`src/rtl/channel_send.sv`:
```
// Executes one OUT (send) on a rendezvous channel held in shared RAM.
// Handles three cases: empty channel, plain receiver waiting, and ALT receiver enabled.
module channel_send #(
  parameter int addrBits = 8,
  parameter int dataBits = 16
) (
  input  logic                clk,
  input  logic                reset,
  input  logic                enabled,
  output logic                finished,
  output logic [addrBits-1:0] address,
  output logic                readWriteMode,
  input  logic [dataBits-1:0] dataOut,
  output logic [dataBits-1:0] dataIn,
  input  logic [addrBits-1:0] channel,
  input  logic [addrBits-1:0] txPid,
  input  logic [dataBits-1:0] message,
  output logic                shouldScheduleReceiver,
  output logic [addrBits-1:0] scheduleRxPid,
  output logic                hasDeliveredMessage,
  output logic [dataBits-1:0] deliveredMessage,
  output logic                shouldDescheduleSender,
  output logic                protocolError
);

  localparam logic RAM_READ  = 1'b0;
  localparam logic RAM_WRITE = 1'b1;

  typedef enum logic [2:0] {INIT, CAPTURE, DECIDE, WRITE_MSG, DONE} state_t;

  state_t              state, nextState;
  logic [dataBits-1:0] rWord;
  logic [dataBits-1:0] txWord;
  logic                setFinished, setSched, setDeliv, setDesched, setError;

  // Sender word: TX flag plus pid; the receiver's disable phase only looks at the pid bits.
  always_comb begin
    txWord                 = '0;
    txWord[dataBits-2]     = 1'b1;
    txWord[addrBits-1:0]   = txPid;
  end

  always_comb begin
    nextState     = state;
    readWriteMode = RAM_READ;
    address       = channel;
    dataIn        = '0;
    setFinished   = 1'b0;
    setSched      = 1'b0;
    setDeliv      = 1'b0;
    setDesched    = 1'b0;
    setError      = 1'b0;
    case (state)
      INIT:    nextState = CAPTURE;
      CAPTURE: nextState = DECIDE;
      DECIDE: begin
        if (rWord[dataBits-2]) begin
          setError    = 1'b1;
          setFinished = 1'b1;
          nextState   = DONE;
        end else if (rWord == '0 || rWord[dataBits-1]) begin
          readWriteMode = RAM_WRITE;
          dataIn        = txWord;
          setSched      = rWord[dataBits-1];
          nextState     = WRITE_MSG;
        end else begin
          readWriteMode = RAM_WRITE;
          dataIn        = '0;
          setSched      = 1'b1;
          setDeliv      = 1'b1;
          setFinished   = 1'b1;
          nextState     = DONE;
        end
      end
      WRITE_MSG: begin
        address       = channel + addrBits'(1);
        readWriteMode = RAM_WRITE;
        dataIn        = message;
        setDesched    = 1'b1;
        setFinished   = 1'b1;
        nextState     = DONE;
      end
      DONE:    nextState = DONE;
      default: nextState = INIT;
    endcase
    // An abort must not let the in-flight write reach RAM.
    if (reset || !enabled) begin
      readWriteMode = RAM_READ;
    end
  end

  always_ff @(posedge clk) begin
    if (reset) begin
      state                  <= INIT;
      rWord                  <= '0;
      finished               <= 1'b0;
      shouldScheduleReceiver <= 1'b0;
      scheduleRxPid          <= '0;
      hasDeliveredMessage    <= 1'b0;
      deliveredMessage       <= '0;
      shouldDescheduleSender <= 1'b0;
      protocolError          <= 1'b0;
    end else if (!enabled) begin
      state                  <= INIT;
      finished               <= 1'b0;
      shouldScheduleReceiver <= 1'b0;
      hasDeliveredMessage    <= 1'b0;
      shouldDescheduleSender <= 1'b0;
      protocolError          <= 1'b0;
    end else begin
      state <= nextState;
      if (state == CAPTURE) rWord <= dataOut;
      if (setFinished) finished <= 1'b1;
      if (setSched) begin
        shouldScheduleReceiver <= 1'b1;
        scheduleRxPid          <= rWord[addrBits-1:0];
      end
      if (setDeliv) begin
        hasDeliveredMessage <= 1'b1;
        deliveredMessage    <= message;
      end
      if (setDesched) shouldDescheduleSender <= 1'b1;
      if (setError)   protocolError          <= 1'b1;
    end
  end

endmodule
```
`config.mk`:
```
export PLATFORM = sky130hd
export DESIGN_NAME = channel_send
export DESIGN_NICKNAME = d
export VERILOG_FILES = /design/src/rtl/channel_send.sv
export SDC_FILE = /design/constraint.sdc
export NUM_CORES = 1
export LEC_CHECK = 0
export ABC_AREA = 1
export BUFFER_PORTS_ARGS = -buffer_cell sky130_fd_sc_hd__buf_4
export CORE_ASPECT_RATIO = 0.9
export CORE_UTILIZATION = 46
export DETAILED_ROUTE_END_ITERATION = 7
export PLACE_DENSITY_LB_ADDON = 0.12
export RECOVER_POWER = 50
export SLEW_MARGIN = 20
export SYNTH_ARGS = -nofsm -noshare
export SYNTH_HDL_FRONTEND = slang
export SYNTH_SLANG_ARGS = --single-unit
export TNS_END_PERCENT = 50
```
`constraint.sdc`:
```
create_clock -name clk -period 1.6 [get_ports clk]
set_clock_uncertainty 0.1 [all_clocks]
set_input_delay 0.32 -clock clk [delete_from_list [all_inputs] [get_ports clk]]
set_output_delay 0.32 -clock clk [all_outputs]
set_load 0.01 [all_outputs]
```
# ---- After elaboration in Yosys (flattened, before gate mapping)
# Cells that the tools add are included.
dict set report op_classes {
  addsub 1
  n_eq_ne 4
  mux 21
  bitwise_logic 1
  reduce_logical 10
}
# cell n
set op_table {}
lappend op_table {{$pmux 16 s2} 1}
lappend op_table {{$mux 15} 2}
lappend op_table {{$logic_not 16->1} 1}
lappend op_table {{$mux 1} 12}
lappend op_table {{$pmux 3 s4} 1}
lappend op_table {{$add 8x1->8 const B} 1}
lappend op_table {{$mux 8} 1}
lappend op_table {{$eq 3x2->1 const B} 2}
lappend op_table {{$mux 3} 2}
lappend op_table {{$reduce_and 2->1} 3}
lappend op_table {{$pmux 1 s2} 2}
lappend op_table {{$reduce_or 2->1} 2}
lappend op_table {{$eq 3x1->1 const B} 1}
lappend op_table {{$eq 3x3->1 const B} 1}
lappend op_table {{$logic_not 3->1} 1}
lappend op_table {{$logic_or 1x1->1} 2}
lappend op_table {{$logic_not 1->1} 1}
lappend op_table {{$not 1->1} 1}
dict set report word_totals {
  ff_bits 48
  inputBits 51
  output_inout_bits 54
  wordCells 46
}

# ---- Logic depth before layout (Yosys ltp)
dict set report logic_depth {
  ltp_word 6
  depth_mapped 9
}

# ---- Worst setup path before layout
# No wires, ideal clock.
dict set report synth_timing {
  kind {flip-flop to output port}
  start {register state[1]}
  end {output address[6]}
  t_arrival_ns 1.111
  slack_ns 0.069
  path_stages_with_launch 7
  path_buffers 0
  path_cell_list {dfxtp_1 -> inv_2 -> nor2_4 -> nand2_1 -> nor3b_1 -> nand2_1 -> xnor2_1}
}
dict set report synth_via {
  elab_chain_cells 2
}
# element line_no
set synth_rtl {}
lappend synth_rtl {{start, declared} 31} ;# state_t state, nextState;
lappend synth_rtl {{start signal, assigned} 111} ;# state <= nextState;
lappend synth_rtl {{$eq 3x2->1} 53} ;# case (state)
lappend synth_rtl {{$mux 8} 53}
lappend synth_rtl {{end, declared} 11} ;# output logic [addrBits-1:0] address,
# Every way passes these cells.

# ---- Worst setup path after layout
dict set report layout_timing {
  start {register rWord[14]}
  end {output dataIn[7]}
}
dict set report layout_via {
  elab_chain_cells 5
}
# element line_no
set layout_rtl {}
lappend layout_rtl {{start, declared} 32} ;# logic [dataBits-1:0] rWord;
lappend layout_rtl {{start signal, assigned} 112} ;# if (state == CAPTURE) rWord <= dataOut;
lappend layout_rtl {{$logic_not 16->1} 61} ;# end else if (rWord == '0 || rWord[dataBits-1]) begin
lappend layout_rtl {{$logic_or 1x1->1} 61}
lappend layout_rtl {{$mux 15} 61}
lappend layout_rtl {{$mux 15 *} 57} ;# if (rWord[dataBits-2]) begin
lappend layout_rtl {{$pmux 16 s2 *} 53}
lappend layout_rtl {{end, declared} 14} ;# output logic [dataBits-1:0] dataIn,
# Mark *: on every way between the ends. The rest lies on a longest branch, timed or not.

==> results by group <==
STA
  • Endpoints failing setup: 41
  • Hold slack: approximately 140 ps
  • Final period utilization: 119%
  • Final Hold Viols: 0
  • Max Fclk: 0.526 GHz
  • RSZ-0062 raised after global routing: true
  • Max-slew headroom: roughly 67%
  • Final WS setup: -301 ps
  • Period minus WS final: approximately 1900 ps
  • Worst slew pin tran: between 400 and 500 ps
  • Pins Over Slew Limit: 0

Pwr
  • Comb power frac: approximately 20%
  • Final Total Pwr: 2.50 mW
  • Maximum vdd drop: between 0.5 and 0.6 mV
  • PwrDens: 713 nW/um2
  • Sw Share: between 20% and 30%
  • Seq pwr share: between 50% and 60%
  • Leakage: 1.77 nW
  • Pint: 1.83 mW
  • Switch Pwr: between 600 and 700 uW
  • Clock network power share: between 20 and 30%

Synthesis
  • Mux contribution to synthesized area: 0%
  • Synth top area cells: dfxtp_1, nor2_1, nand2_1
  • Largest family of logic cells by synthesized area: simple AND/OR/NAND/NOR gates
  • Synth top area share: between 40% and 50%
  • Seq cells post-synth: 48
  • Synth Area in Adders: less than 1%
  • Ys Warns: 0
  • Post-Synthesis Cells: 340
  • Sequential area share after synthesis: about 43%
  • Synth Area in XOR/XNOR: around 2.7%
  • Compound-Gate Fraction of Synth Area: 7.23%
  • Largest area contributor in the netlist: dfxtp_1
  • Syn Area/Cell: 6.57 um2
  • Post-Syn Nets: slightly below 400
  • Synth Area in Simple Gates: a little under two fifths
  • Cell Area, Synth: roughly 2200 um2
  • Synth cell types: 23

Die
  • Die height: roughly 68 um
  • Core footprint: approximately 4500 um2
  • Initial Util: roughly half
  • Die area: about 5000 um2
  • Ports: between 100 and 150
  • Die Wd: around 75 um
  • Cell Rows: 23

Clocking
  • Root Driver: clkbuf_8
  • Inserted Clock Buffers: 5
  • # H-tree levels: 2
  • CTS tree: built
  • CTS Buffer Depth: 2
  • CTS clk-pin slew, worst paths: ~80 ps
  • Clk Latency, worst-skew pair: around 300 ps
  • Clock sinks: between 40 and 50

Finish
  • Fillcell total: 365
  • Leading cell types in the layout, fill and taps excluded: buf_4, nor2_1, nand2_1, dfxtp_1, inv_1
  • Most common cell after layout, fill and taps aside: buf_4
  • Diodes inserted: 0
  • Share of layout cells above drive strength 1: between 30% and 40%
  • Area added between synthesis and finish: 56.8%
  • Fin nets: around 520
  • Share of the core filled with cells: between 70 and 80%

Setup path
  • CP max FO: 5
  • Critical Path Sink Type: primary output
  • Crit. Startpoint: rWord[14]$_SDFFE_PP0P_
  • Reg-to-reg setup timing slack: -100 ps
  • CP startpoint kind: register
  • CP Class: register to primary output
  • Reg2Reg Launch Point: state[1]$_SDFF_PN0_
  • Req. time, crit path: 1180 ps
  • Crit path arrival time: about 1500 ps

Routing
  • WL/cell: approximately 11 um
  • Wirelength, routed: 6060 um
  • Vias per cell: approximately 4.7
  • Vias: between 2000 and 2500
  • Drt pass-1 iters: 5
  • First DRT Iteration DRCs: between 40 and 50
  • DRC errors left: 0
  • Final ANT Viol Nets: 0

Place
  • Final HPWL DP: just over 4000 um
  • Post-place setup slack: -37.2 ps
  • I/O Buffers: around 100
  • Routability cong.: between 0.7 and 0.8

GRT
  • Initial antenna violation count: 0
  • Global-route wire length before repair: 8740 um
  • Total GRT Usage: 22.5%
  • Global route total overflow: 0
  • Vias in the first global route: slightly below 2000
  • Largest net degree at the start of global routing: 33

Worst hold path
  • HP Start: reset
  • Type of the most critical hold path: primary input to register

Status
  • Failing checks: negative setup slack
  • Status: finished, violations left

Job
  • MaxCap Viol Count: 0
through the flow:
stage,setup TNS (ps),instances,instance area (um2)
final,-6100,529,3500
after global routing,-10480,529,3500
after CTS,-4620,523,3340
after detailed placement,-64.0,513,3210
after global placement,-78.6,513,3210
after floorplan,0,340,2230
area by class of cell:
type | instances | area [um2] | share of cell area (%)
inverters | 39 | 146 | 4.18
repair buffers | 132 | 1050 | 29.9
clock buffers | 8 | 90.1 | 2.57
flip-flops and latches | 48 | 968 | 27.7
multi-input cells | 240 | 1170 | 33.5
well taps | 62 | 77.6 | 2.22
final timing paths:
path                                                    endpoint  cells past startpoint
worst max-delay path                                   dataIn[7]                      8
worst min-delay path               scheduleRxPid[5]$_SDFFE_PP0P_                      2
worst max register to register  deliveredMessage[4]$_SDFFE_PP0P_                     11
worst min register to register  hasDeliveredMessage$_SDFFE_PN0P_                      2
synth_stat cells, drive strengths merged:
| master | number |
|---|---|
| xor2 | 4 |
| nand3 | 12 |
| nand2 | 80 |
| a31oi | 1 |
| inv | 39 |
| and2 | 1 |
| xnor2 | 3 |
| nor2 | 95 |
| clkbuf | 4 |
| nor3b | 1 |
| dfxtp | 48 |
| nand4 | 9 |
| ha | 1 |
| o21ai | 16 |
| a21oi | 15 |
| buf | 11 |
power by group through the flow:
stage               clock network, mW  registers (mW)  logic (mW)
floorplan                           0            1.28       0.197
global placement                    0            1.27       0.414
detailed placement                  0            1.27       0.418
CTS                             0.755            1.25       0.429
global route                    0.803            1.25       0.563
finish                          0.737            1.25       0.510
logic make-up (layout without fill, tap and decap cells):
kind of cell	count (synthesis)	after routing
AO/OA/AOI/OAI	32	32
XOR/XNOR	7	7
adder cells (fa/ha/maj)	1	1
buffers and inverters	54	179
flip-flops	48	48
AND/OR/NAND/NOR	198	200
routing by layer:
metal	global-route usage (%)	part of all wire [%]	up-vias
met1	29.6	44	1111
li1	-	-	1294
met4	7.41	1.0	0
met5	0	0	-
met3	6.48	5.5	6
met2	35.4	49	69
what timing repair did:
action / CTS / global route
hold buffers: 0 / 0
setup buffers: 2 / 4
pin swaps: 5 / 15
gates resized for setup: 8 / 35
endpoints found under the setup margin: 25 / 61
cloned: 0 / 2
critical path, stage by stage (launching register included):
cell     delay (ps)
dfxtp_2         340
nor2_1          120
nand2_1          80
nor2_2          120
nand2_2         120
nand2_4         150
nand3_2          90
nand2_2          80
buf_6           100
state kept, by name (all words and copies together) (netlist names):
name	count
shouldDescheduleSender	1
shouldScheduleReceiver	1
hasDeliveredMessage	1
protocolError	1
finished	1
state	3
rWord	16
deliveredMessage	16
scheduleRxPid	8
Power figures use the tool's default switching activity.
